`config.mk`:
```
export PLATFORM = sky130hd
export DESIGN_NAME = fifo_rd_ctrl
export DESIGN_NICKNAME = d
export VERILOG_FILES = /design/src/rtl/fifo_rd_ctrl.sv
export SDC_FILE = /design/constraint.sdc
export NUM_CORES = 1
export LEC_CHECK = 0
export ABC_AREA = 1
export CAP_MARGIN = 20
export CORE_MARGIN = 10
export CORE_UTILIZATION = 31
export DETAILED_ROUTE_END_ITERATION = 10
export SLEW_MARGIN = 20
export SYNTH_ARGS = -nofsm -noshare
export SYNTH_HDL_FRONTEND = slang
export SYNTH_SLANG_ARGS = --single-unit
```
`constraint.sdc`:
```
create_clock -name clk -period 2.05 [get_ports clk]
set_input_delay 0.41 -clock clk [delete_from_list [all_inputs] [get_ports clk]]
set_output_delay 0.41 -clock clk [all_outputs]
set_load 0.005 [all_outputs]
```
`src/rtl/fifo_rd_ctrl.sv`:
```
// Read-side control for the dual-clock FIFO: read pointers, empty/almost-empty, underflow, read-valid.
// Optional macro FIFO_RD_LEVEL_EN adds the rd_level output and a level-based almost_empty.
module fifo_rd_ctrl #(
    parameter int ADDR_W          = 4,
    parameter int ALMOST_EMPTY_TH = 2
) (
    input  logic              clk,
    input  logic              rst_n,
    input  logic              i_rd_en,
    input  logic              i_err_clr,
    input  logic [ADDR_W:0]   i_rq2_wptr,
    output logic [ADDR_W-1:0] o_rd_addr,
    output logic [ADDR_W:0]   o_rd_ptr,
    output logic              o_rd_valid,
    output logic              o_empty,
    output logic              o_almost_empty,
    output logic              o_underflow_err
`ifdef FIFO_RD_LEVEL_EN
    ,
    output logic [ADDR_W:0]   o_rd_level
`endif
);

    logic [ADDR_W:0] r_rbin;
    logic [ADDR_W:0] r_rd_ptr;
    logic            r_empty;
    logic            r_rd_valid;
    logic            r_underflow_err;

    logic [ADDR_W:0] w_rbin_next;
    logic [ADDR_W:0] w_gray_next;
    logic            w_rd_accept;
    logic            w_underflow;

    function automatic logic [ADDR_W:0] bin2gray(input logic [ADDR_W:0] b);
        return b ^ (b >> 1);
    endfunction

    assign w_rd_accept = i_rd_en & ~r_empty;
    assign w_underflow = i_rd_en & r_empty;
    assign w_rbin_next = r_rbin + {{ADDR_W{1'b0}}, w_rd_accept};
    assign w_gray_next = bin2gray(w_rbin_next);

    // Empty compares next Gray pointer against the synchronized write pointer as sampled this edge.
    always_ff @(posedge clk or negedge rst_n) begin
        if (!rst_n) begin
            r_rbin          <= '0;
            r_rd_ptr        <= '0;
            r_empty         <= 1'b1;
            r_rd_valid      <= 1'b0;
            r_underflow_err <= 1'b0;
        end else begin
            r_rbin     <= w_rbin_next;
            r_rd_ptr   <= w_gray_next;
            r_empty    <= (w_gray_next == i_rq2_wptr);
            r_rd_valid <= w_rd_accept;
            if (w_underflow) begin
                r_underflow_err <= 1'b1;
            end else if (i_err_clr) begin
                r_underflow_err <= 1'b0;
            end
        end
    end

    assign o_rd_addr       = r_rbin[ADDR_W-1:0];
    assign o_rd_ptr        = r_rd_ptr;
    assign o_rd_valid      = r_rd_valid;
    assign o_empty         = r_empty;
    assign o_underflow_err = r_underflow_err;

`ifdef FIFO_RD_LEVEL_EN
    localparam logic [ADDR_W:0] AE_TH = (ADDR_W+1)'(ALMOST_EMPTY_TH);

    logic [ADDR_W:0] w_wbin;
    logic [ADDR_W:0] w_level;
    logic [ADDR_W:0] r_rd_level;
    logic            r_almost_empty;

    function automatic logic [ADDR_W:0] gray2bin(input logic [ADDR_W:0] g);
        logic [ADDR_W:0] b;
        b[ADDR_W] = g[ADDR_W];
        for (int i = ADDR_W - 1; i >= 0; i--) begin
            b[i] = b[i+1] ^ g[i];
        end
        return b;
    endfunction

    // Level wraps modulo 2**(ADDR_W+1); the extra MSB keeps a full FIFO distinct from empty.
    assign w_wbin  = gray2bin(i_rq2_wptr);
    assign w_level = w_wbin - w_rbin_next;

    always_ff @(posedge clk or negedge rst_n) begin
        if (!rst_n) begin
            r_rd_level     <= '0;
            r_almost_empty <= 1'b1;
        end else begin
            r_rd_level     <= w_level;
            r_almost_empty <= (w_level <= AE_TH);
        end
    end

    assign o_rd_level     = r_rd_level;
    assign o_almost_empty = r_almost_empty;
`else
    assign o_almost_empty = r_empty;
`endif

endmodule

```
==> flow_metrics.env <==
export IMPL_slowest_stage="clkdlybuf4s50_1"
export IMPL_grt_use_total_pct=7.631
export IMPL_start_kind="input port"
export IMPL_clockBufferDepth=2
export IMPL_first_pass_iters=4
export IMPL_antenna_cells=0
export IMPL_synthCells=81
export IMPL_initial_utilization_pct=32.70
export IMPL_yosys_warnings=0
export IMPL_drc=0
export IMPL_crit_type="in2reg"
export IMPL_num_rows=16
export IMPL_cpMostUsedCell="nand2_1"
export IMPL_syn_avg_cell_area_um2=8.002
export IMPL_crit_start="i_rd_en"
export IMPL_drtIter0Drc=15
export IMPL_syn_area_um2=648.1
export IMPL_synth_fp_nets=92
export IMPL_drive_above_1_share_pct=20.00
export IMPL_dieArea_mm2=0.004320
export IMPL_clkTransAtPathRegs_ns=0.07
export IMPL_fin_util_pct=49.31
export IMPL_setup_viol=0
export IMPL_slew_viol_final=0
export IMPL_wl_um=1442
export IMPL_clock_sinks=12
export IMPL_hold_path_class="in2async"
export IMPL_crit_chain="clkdlybuf4s50_1 -> inv_1 -> nor2_2 -> ha_2 -> ha_4 -> nand3_1 -> nand2_1 -> nand2_2 -> nand2_1 -> nand3_1 -> nand2_1 -> nand2_1 -> nor2_1"
export IMPL_ir_drop_mv=0.6693
export IMPL_grt_pass1_wl_um=2532
export IMPL_worstSkewPairLatency_ns=0.27
export IMPL_ctsHoldBuffers=0
export IMPL_crit_required_ns=2.26
export IMPL_final_cells=137
export IMPL_cts_tree="yes"
export IMPL_cts_max_level=1
export IMPL_core_area_mm2=0.001982
export IMPL_cts_buffers_inserted=3
export IMPL_ys_seq_elements=12
export IMPL_finalCritPeriodShare_pct=91.41
export IMPL_holdWs_ns=0.4783
export IMPL_final_cell_mix="nand2_1, clkdlybuf4s50_1, dfrtp_1"
export IMPL_dp_cells=132
export IMPL_cts_root_buf="clkbuf_4"
export IMPL_port_buffers=21
export IMPL_via_per_inst=4.248
export IMPL_grt_max_degree=13
export IMPL_ff2ff_setup_slack_ns=0.30
export IMPL_finalCriticalPeriod_ns=1.874
export IMPL_dieWidth_um=65.73
export IMPL_ys_seq_area_share_pct=46.53
export IMPL_r2r_end="o_almost_empty"
export IMPL_nets=122
export IMPL_finClkSkew_ns=0.001327
export IMPL_gp_congestion=0.7532
export IMPL_r2r_start="o_almost_empty"
export IMPL_tightest_slew_ns=0.5246
export IMPL_cp_slowest_stage_delay_ns=0.48
export IMPL_ios=22
export IMPL_status="completed"
export IMPL_layout_commonest_cell="nand2_1"
export IMPL_power_density_mw_per_mm2=1655
export IMPL_syn_to_final_growth_pct=50.77
export IMPL_wire_per_inst_um=10.53
export IMPL_antenna_found_initial=0
export IMPL_cp_end_kind="flip-flop"
export IMPL_cellLeakagePower_nw=0.4729
export IMPL_die_y_um=65.73
export IMPL_fmax_mhz=533.7
export IMPL_cp_arrival_ns=2.08
export IMPL_critPathMaxFanout=5
export IMPL_final_hold_viol_count=0
export IMPL_synth_distinct_cells=18
export IMPL_slew_headroom_pct=64.92
export IMPL_drt_antenna_violating_nets=0
export IMPL_first_global_vias=603
export IMPL_vias=582
export IMPL_drv_cap=0
export IMPL_grt_overflow=0
export IMPL_place_detailed_hpwl_um=1178
export IMPL_r2r_cells=10
==> area by class of cell <==
type	count	area [um^2]
fillers	184	1005
repair buffers	27	255.2
well taps	27	33.78
clock buffers	4	36.28
inverters	12	45.04
multi-input cells	55	305.3
flip-flops and latches	12	301.5
==> metrics by stage <==
| stage | setup TNS [ns] | cell area [um^2] | total power (W) | setup WS [ns] |
|---|---|---|---|---|
| 2_1_floorplan | 0 | 648.1 | 0.0009542 | 0.2698 |
| 3_3_place_gp | -0.4973 | 910.9 | 0.001359 | -0.2542 |
| 3_5_place_dp | -0.6039 | 910.9 | 0.001386 | -0.2780 |
| 4_1_cts | 0 | 947.2 | 0.001581 | 0.01021 |
| 5_1_grt | -0.001109 | 977.2 | 0.001783 | -0.001109 |
| 6_report | 0 | 977.2 | 0.001617 | 0.1761 |
==> synthesized netlist by cell type <==
cell     instances  share of area (%)
xnor2_1          2                2.7
nand3_1          6                4.6
nor2_2           1               0.97
nand2_4          1                1.7
nor2_1           3                1.7
inv_1           10                5.8
nand2_2          1               0.97
nand2_1         32                 19
xor2_1           1                1.4
xor2_2           1                2.5
buf_6            1                1.7
inv_2            2                1.2
nand4_1          4                3.9
ha_1             2                3.9
dfstp_2          1                4.1
buf_4            1                1.2
o21ai_0          1               0.77
dfrtp_1         11                 42
==> state kept, by name, summed over array words and instances (netlist names) <==
signal / flops
o_rd_valid: 1
o_almost_empty: 1
o_rd_ptr: 4
r_rbin: 5
o_underflow_err: 1
==> routing by layer <==
metal	part of all wire [%]	track usage, %
met1	42	7.715
met2	50	12.20
met3	6.4	2.373
met4	1.8	7.219
met5	0	0
==> repair_timing <==
item	4_1_cts	5_1_grt
endpoints found under the setup margin	0	3
setup buffers	0	1
gates resized for setup	0	6
==> worst max-delay path, delay by kind of cell <==
kind | cells | cell delay [ns]
adders and majority gates | 2 | 0.37
and+or+nand+nor | 9 | 0.76
buffers and inverters | 2 | 0.53
==> worst max-delay path by stage <==
stage / end
6_report: o_almost_empty
3_3_place_gp: o_almost_empty
2_1_floorplan: o_almost_empty
4_1_cts: o_almost_empty
3_5_place_dp: o_almost_empty
5_1_grt: o_almost_empty
==> cells by family (layout without fill, tap and decap cells) <==
family	after synthesis	in the layout	share of synthesized area [%]
simple gates	48	48	32.43
buf+inv	14	43	9.847
flops	12	12	46.53
xor+xnor	4	4	6.565
fa+ha+maj	2	2	3.860
compound gates	1	1	0.7715
==> power breakdown <==
group	switching (W)	internal (W)	leakage [nW]
clock	0.0000783	0.000108	0.0210
sequential	0.0000914	0.000347	0.143
combinational	0.000443	0.000550	0.309
total	0.000612	0.00100	0.473
No activity file was read; power rests on OpenSTA's default activity.
